**src/rtl/forward_hazard_ctrl.sv**
```systemverilog
// EX-stage operand forwarding select and one-cycle load-use stall controller.
// Optional FWD_STALL_CNT_EN adds a saturating stall_cnt output.
module forward_hazard_ctrl #(
    parameter int unsigned REG_ADDR_W = 3
) (
    input  logic                  clock,
    input  logic                  resetn,
    input  logic                  id_valid,
    input  logic [REG_ADDR_W-1:0] id_rs1,
    input  logic [REG_ADDR_W-1:0] id_rs2,
    input  logic [REG_ADDR_W-1:0] id_rd,
    input  logic                  id_regwrite,
    input  logic                  id_memread,
    input  logic                  flush,
    output logic [1:0]            forwardA,
    output logic [1:0]            forwardB,
`ifdef FWD_STALL_CNT_EN
    output logic [15:0]           stall_cnt,
`endif
    output logic                  stall,
    output logic                  ex_bubble
);

    localparam logic [1:0] FWD_EX = 2'b10;
    localparam logic [1:0] FWD_WB = 2'b01;
    localparam logic [1:0] FWD_RF = 2'b00;

    typedef enum logic {
        RUN   = 1'b0,
        STALL = 1'b1
    } state_e;

    state_e state_q, state_d;

    // WB-stage producers are covered by register-file write-before-read, so
    // only the EX and MEM entries are kept for forwarding decisions.
    logic                  ex_rw_q, ex_rw_d;
    logic                  ex_mr_q, ex_mr_d;
    logic [REG_ADDR_W-1:0] ex_rd_q, ex_rd_d;
    logic                  mem_rw_q;
    logic [REG_ADDR_W-1:0] mem_rd_q;
    logic [1:0]            fwd_a_q, fwd_a_d;
    logic [1:0]            fwd_b_q, fwd_b_d;
    logic                  bubble_q, bubble_d;
    logic                  hazard_c;
    logic                  accept_c;

    function automatic logic [1:0] sel_fwd(
        input logic [REG_ADDR_W-1:0] rs,
        input logic                  ex_rw,
        input logic                  ex_mr,
        input logic [REG_ADDR_W-1:0] ex_rd,
        input logic                  mem_rw,
        input logic [REG_ADDR_W-1:0] mem_rd
    );
        logic [1:0] sel;
        sel = FWD_RF;
        if (rs != '0 && ex_rw && !ex_mr && ex_rd == rs) begin
            sel = FWD_EX;
        end else if (rs != '0 && mem_rw && mem_rd == rs) begin
            sel = FWD_WB;
        end
        return sel;
    endfunction

    // Hazard detection, next-state and next-entry logic.
    always_comb begin
        state_d  = state_q;
        hazard_c = id_valid && !flush && ex_mr_q && ex_rw_q && (ex_rd_q != '0) &&
                   ((ex_rd_q == id_rs1) || (ex_rd_q == id_rs2));
        accept_c = id_valid && !flush && !hazard_c;
        ex_rw_d  = 1'b0;
        ex_mr_d  = 1'b0;
        ex_rd_d  = '0;
        fwd_a_d  = FWD_RF;
        fwd_b_d  = FWD_RF;
        bubble_d = 1'b1;

        if (accept_c) begin
            ex_rw_d  = id_regwrite;
            ex_mr_d  = id_memread;
            ex_rd_d  = id_rd;
            fwd_a_d  = sel_fwd(id_rs1, ex_rw_q, ex_mr_q, ex_rd_q, mem_rw_q, mem_rd_q);
            fwd_b_d  = sel_fwd(id_rs2, ex_rw_q, ex_mr_q, ex_rd_q, mem_rw_q, mem_rd_q);
            bubble_d = 1'b0;
        end

        case (state_q)
            RUN:     if (hazard_c) state_d = STALL;
            STALL:   state_d = RUN;
            default: state_d = RUN;
        endcase
    end

    always_ff @(posedge clock or negedge resetn) begin
        if (!resetn) begin
            state_q  <= RUN;
            ex_rw_q  <= 1'b0;
            ex_mr_q  <= 1'b0;
            ex_rd_q  <= '0;
            mem_rw_q <= 1'b0;
            mem_rd_q <= '0;
            fwd_a_q  <= FWD_RF;
            fwd_b_q  <= FWD_RF;
            bubble_q <= 1'b1;
        end else begin
            state_q  <= state_d;
            ex_rw_q  <= ex_rw_d;
            ex_mr_q  <= ex_mr_d;
            ex_rd_q  <= ex_rd_d;
            mem_rw_q <= ex_rw_q;
            mem_rd_q <= ex_rd_q;
            fwd_a_q  <= fwd_a_d;
            fwd_b_q  <= fwd_b_d;
            bubble_q <= bubble_d;
        end
    end

    assign forwardA  = fwd_a_q;
    assign forwardB  = fwd_b_q;
    assign ex_bubble = bubble_q;
    assign stall     = (state_q == STALL);

`ifdef FWD_STALL_CNT_EN
    logic [15:0] stall_cnt_q;

    // Saturating count of stall cycles.
    always_ff @(posedge clock or negedge resetn) begin
        if (!resetn) begin
            stall_cnt_q <= 16'h0000;
        end else if (stall && stall_cnt_q != 16'hFFFF) begin
            stall_cnt_q <= stall_cnt_q + 16'd1;
        end
    end

    assign stall_cnt = stall_cnt_q;
`endif

endmodule

```
**config.mk**
```make
export PLATFORM = sky130hd
export DESIGN_NAME = forward_hazard_ctrl
export DESIGN_NICKNAME = d
export VERILOG_FILES = /design/src/rtl/forward_hazard_ctrl.sv
export SDC_FILE = /design/constraint.sdc
export NUM_CORES = 1
export LEC_CHECK = 0
export ABC_AREA = 0
export CORE_MARGIN = 4
export CORE_UTILIZATION = 40
export DETAILED_ROUTE_END_ITERATION = 6
export GPL_TIMING_DRIVEN = 0
export PLACE_DENSITY = 0.82
export SLEW_MARGIN = 40
export SYNTH_ARGS = -nofsm -noshare
export SYNTH_HDL_FRONTEND = slang
export SYNTH_SLANG_ARGS = --single-unit
```
**constraint.sdc**
```tcl
create_clock -name clock -period 1.15 [get_ports clock]
set_input_delay 0.1725 -clock clock [delete_from_list [all_inputs] [get_ports clock]]
set_output_delay 0.1725 -clock clock [all_outputs]
set_load 0.05 [all_outputs]
```
# == Word-level counts from Yosys, hierarchy flattened ==
# Index checks and enable logic that the tools add are counted.
# totals
reg_bits,15
elab_cells,49
# classes
n_eq_ne,4
muxes,12
bitwise_logic,1
reduce_logical,23
# op_table
cell,count
logical AND 1 bit,16
equality test 3 bit,4
nonzero test 3 bit,3
two-way mux 2 bit,4
two-way mux 1 bit,6
zero test 1 bit,3
two-way mux 3 bit,1
one-hot mux 1 bit (2 select lines),1
logical OR 1 bit,1
inverter 1 bit,1

# == Longest topological paths before layout ==
# logic_depth
depth_word,9
depth_mapped,5
mapped_depth_nobuf,4

# == Worst setup path after synthesis ==
# Ideal clock, no wire load.
# synth_timing
path_kind,register to register
startpoint,reg ex_rd_q[0]
endpoint,"reg state_q, in the netlist stall"
arrival_time_ns,1.128
required_time_ns,1.083
path_slack_ns,-0.045
stages_incl_launch_ff,5
period_less_slack_ns,1.195
path_cell_list,dfrtp_1 -> xnor2_1 -> nand3_2 -> a21oi_4 -> and3b_1
# synth_via
elab_chain_len,5
elab_cells_between_ends,8
classes_between,2 x eq/ne; 2 x mux; 4 x reduce/logical
# synth_lines
item,line,source
from (decl),39,"logic [REG_ADDR_W-1:0] ex_rd_q, ex_rd_d;"
from (signal assigned),110,ex_rd_q <= ex_rd_d;
equality test 3 bit or nonzero test 3 bit (tied branches),"70, 69",
logical OR 1 bit or logical AND 1 bit (tied branches),"70, 69",
logical AND 1 bit *,69,hazard_c = id_valid && !flush && ex_mr_q && ex_rw_q && (ex_rd_q != '0) &&
two-way mux 1 bit *,89,RUN: if (hazard_c) state_d = STALL;
one-hot mux 1 bit (2 select lines) *,88,case (state_q)
named net state_d,33,"state_e state_q, state_d;"
to (signal assigned),107,state_q <= state_d;
to (decl),33,
# Mark *: on every way through the listed nets, which the timed path passes. The rest lies on a longest branch.

# == Final worst setup path ==
# layout_timing
startpoint,reg ex_rd_q[2]
endpoint,"reg fwd_b_q[0], in the netlist forwardB[0]"
# layout_via
elab_chain_len,6
elab_cells_between_ends,11
classes_between,2 x eq/ne; 2 x mux; 7 x reduce/logical
# layout_lines
item,line,source
equality test 3 bit (tied with other cells),70,((ex_rd_q == id_rs1) || (ex_rd_q == id_rs2));
logical OR 1 bit or logical AND 1 bit (tied branches),"70, 69",
logical AND 1 bit,69,
zero test 1 bit,71,accept_c = id_valid && !flush && !hazard_c;
logical AND 1 bit,71,
two-way mux 2 bit *,79,if (accept_c) begin
named net fwd_b_d[0],43,"logic [1:0] fwd_b_q, fwd_b_d;"
to (signal assigned),114,fwd_b_q <= fwd_b_d;
to (decl),43,
# Marks and branches as above.

==> insert_results.sql <==
INSERT INTO impl_metrics (metric_group, metric, value, unit) VALUES
('synthesis', 'syn_nets', '78', ''),
('clocking', 'number_of_buffers_inserted_for_hold_repair_after_clock_tree_synthesis', '0', ''),
('sta', 'fmax', '749', 'MHz'),
('synthesis', 'yosysSeqAreaShare', '0.520', ''),
('sta', 'post-route-period-util', '1.16', ''),
('critical_path', 'depth_of_the_worst_register_to_register_path', '4', ''),
('sta', 'final.hold.worst_slack', '291', 'ps'),
('sta', 'post_layout_worst_setup_margin', '-186', 'ps'),
('detailed_routing', 'routed_wl', '1590', 'µm'),
('placed_design', 'detailed_place_hpwl', '1070', 'µm'),
('critical_path', 'reg2reg_slack', '-190', 'ps'),
('critical_path', 'rr_startpoint', 'ex_rd_q[2]$_DFF_PN0_', ''),
('power', 'post-layout-total-power', '1.05', 'mW'),
('clocking', 'clock_tree.htree_level_count', '1', ''),
('global_routing', 'globalRouteMet3Util', '0.0534', ''),
('detailed_routing', 'drt-vias-per-instance', '4.83', ''),
('floorplan', 'core-area', '1730', 'µm²'),
('power', 'p_per_area', '981', 'nW/µm²'),
('synthesis', 'synth_top_cells_by_area', 'sky130_fd_sc_hd__dfrtp_1 (48%), sky130_fd_sc_hd__xnor2_1 (6.0%), sky130_fd_sc_hd__xor2_1 (4.8%)', ''),
('hold_path', 'hold_path_class', 'input pin to async pin', ''),
('clocking', 'cts_tree', 'done', ''),
('run_status', 'status', 'finished with violations', ''),
('final_layout', 'synthToLayoutAreaGrowth', '48.4', '%'),
('detailed_routing', 'drt_drc_violations_left', '0', ''),
('detailed_routing', 'drt_pre_antenna_iters', '3', ''),
('power', 'power.ir.vdd_worst', '0.610', 'mV'),
('synthesis', 'synth_top_cell_area_share', '0.484', ''),
('clocking', 'clock_tree.buffer_depth', '2', ''),
('clocking', 'root_buffer', 'sky130_fd_sc_hd__clkbuf_4', ''),
('sta', 'setup_viol', '11', ''),
('synthesis', 'synth_cells', '63', ''),
('sta', 'finalSetupTns', '-1090', 'ps'),
('sta', 'final_worst_clock_skew', '1.12', 'ps'),
('clocking', 'cts_sinks', '15', ''),
('sta', 'max_slew_margin', '0.560', ''),
('global_routing', 'grt_pass1_wl', '2720', 'µm'),
('critical_path', 'worst_r2r_endpoint', 'forwardB[0]$_DFF_PN0_', ''),
('synthesis', 'yosys_warnings', '0', ''),
('detailed_routing', 'drt-initial-drc-count', '8', ''),
('final_layout', 'fin_util', '0.622', ''),
('final_layout', 'antenna_cells', '0', ''),
('critical_path', 'crit_path_max_fanout', '4', ''),
('synthesis', 'syn_avg_cell_area', '11.5', 'µm²'),
('placed_design', 'port_buffers', '20', ''),
('sta', 'hold_viol', '0', ''),
('global_routing', 'vias_in_the_first_global_route', '629', ''),
('critical_path', 'critical_path.startpoint_type', 'flop', ''),
('detailed_routing', 'vias', '570', ''),
('critical_path', 'cp_data_required_time', '1360', 'ps'),
('final_layout', 'finalNetCount', '109', ''),
('synthesis', 'synth_seq_cells', '15', ''),
('sta', 'report.final.slew_viol_count', '0', ''),
('floorplan', 'die-height', '50.6', 'µm'),
('detailed_routing', 'wire_per_inst', '13.5', 'µm'),
('sta', 'worst_slew_pin_slew', '659', 'ps'),
('sta', 'final_period_minus_worst_setup_slack', '1340', 'ps'),
('clocking', 'clk_transition_reported_paths', '80', 'ps'),
('critical_path', 'critical_path_class', 'flop to flop', ''),
('clocking', 'clk_latency', '280', 'ps'),
('power', 'p_leak', '0.477', 'nW'),
('floorplan', 'die_width', '50.6', 'µm'),
('synthesis', 'yosysUniqueCellTypes', '22', ''),
('flow_run', 'timing.max_cap.violations', '0', ''),
('global_routing', 'grt_busiest_layer', 'met2', ''),
('critical_path', 'worstSetupEndpointType', 'flop', ''),
('floorplan', 'fp-row-count', '15', ''),
('final_layout', 'drive_gt1_frac', '0.409', ''),
('clocking', 'tritoncts.num_buffers', '3', ''),
('floorplan', 'top_level_ports', '21', ''),
('global_routing', 'antenna_found_initial', '0', ''),
('run_status', 'violations', 'negative setup slack', '');
## flip-flops by register name, summed over array words and instances, names as in the netlist, 2 cells and up
name / count
forwardA: 2
ex_rd_q: 3
mem_rd_q: 3
forwardB: 2
## worst max-delay path, cell delays in order, from the launching register on
cell	delay [ps]
sky130_fd_sc_hd__dfrtp_2	480
sky130_fd_sc_hd__o311ai_4	420
sky130_fd_sc_hd__buf_4	180
sky130_fd_sc_hd__o21ai_2	40
sky130_fd_sc_hd__a21oi_1	140
## synth_stat cells
library cell and instances:
sky130_fd_sc_hd__dfrtp_1 14, sky130_fd_sc_hd__nand2_1 9, sky130_fd_sc_hd__nor2_1 7, sky130_fd_sc_hd__xnor2_1 5
sky130_fd_sc_hd__xor2_1 4, sky130_fd_sc_hd__o21ai_0 3, sky130_fd_sc_hd__a2111o_1 2, sky130_fd_sc_hd__a21oi_1 2
sky130_fd_sc_hd__nand3_2 2, sky130_fd_sc_hd__nor3_1 2, sky130_fd_sc_hd__o31ai_1 2, sky130_fd_sc_hd__a21oi_4 1
sky130_fd_sc_hd__and3b_1 1, sky130_fd_sc_hd__buf_6 1, sky130_fd_sc_hd__dfstp_2 1, sky130_fd_sc_hd__nand2_2 1
sky130_fd_sc_hd__nand2b_1 1, sky130_fd_sc_hd__nor2b_1 1, sky130_fd_sc_hd__nor2b_4 1, sky130_fd_sc_hd__o21ai_1 1
sky130_fd_sc_hd__o311ai_4 1, sky130_fd_sc_hd__xnor2_2 1
## worst max path at each step
stage                                     from                    end  slack, ps  cells past startpoint
final                     ex_rd_q[2]$_DFF_PN0_  forwardB[0]$_DFF_PN0_       -190                      4
after global routing      ex_rd_q[2]$_DFF_PN0_  forwardB[0]$_DFF_PN0_       -240                      4
after CTS                 ex_rd_q[1]$_DFF_PN0_        stall$_DFF_PN0_       -130                      4
after detailed placement              id_valid  forwardA[0]$_DFF_PN0_       -430                      6
after global placement                id_valid  forwardA[0]$_DFF_PN0_       -400                      6
after floorplan           ex_rd_q[0]$_DFF_PN0_        stall$_DFF_PN0_        -30                      4
## through the flow
| step | cell area, µm² | setup slack, ps | instances |
|---|---|---|---|
| finish | 1070 | -186 | 118 |
| global route | 1070 | -241 | 118 |
| CTS | 1050 | -129 | 115 |
| detailed placement | 957 | -431 | 108 |
| global placement | 957 | -400 | 108 |
| floorplan | 726 | -31.2 | 63 |
## layout by cell type, fill, tap and decap left out, types with 3 or more instances in the layout
| cell | count |
|---|---|
| sky130_fd_sc_hd__buf_2 | 5 |
| sky130_fd_sc_hd__buf_4 | 5 |
| sky130_fd_sc_hd__clkbuf_4 | 3 |
| sky130_fd_sc_hd__clkdlybuf4s50_1 | 14 |
| sky130_fd_sc_hd__dfrtp_1 | 11 |
| sky130_fd_sc_hd__dfrtp_2 | 3 |
| sky130_fd_sc_hd__nand2_1 | 7 |
| sky130_fd_sc_hd__nand2_2 | 3 |
| sky130_fd_sc_hd__nor2_1 | 7 |
| sky130_fd_sc_hd__xnor2_2 | 6 |
| sky130_fd_sc_hd__xor2_1 | 4 |
## layout make-up
class                           count  area (µm²)  share of cell area
Multi-Input combinational cell     47         397               0.369
Sequential cell                    15         380               0.354
Timing Repair Buffer               26         229               0.213
Tap cell                           25        31.3              0.0291
Clock buffer                        4        26.3              0.0244
Buffer                              1        11.3              0.0105
## kinds of logic after synthesis
group,share of synthesized area
compound gates,0.152
xor+xnor,0.131
buf+inv,0.0155
flops,0.520
simple gates,0.181
## power breakdown
part / total, mW / internal (mW) / switching, mW
clock network: 0.293 / 0.135 / 0.158
logic: 0.197 / 0.108 / 0.0891
registers: 0.564 / 0.544 / 0.0204
## per-layer routing
metal / part of all wire / up-vias / routed length, µm
li1: - / 273 / -
met1: 0.38 / 273 / 602
met2: 0.53 / 21 / 836
met3: 0.079 / 3 / 126
met4: 0.016 / 0 / 25
met5: 0 / - / 0
## repair_timing
item	4_1_cts	5_1_grt
setup buffers	3	3
pin swaps	10	8
setup endpoints to repair	17	14
gates cloned	0	0
gates resized for setup	38	10
Note: power is estimated with default switching activity, not from simulation.
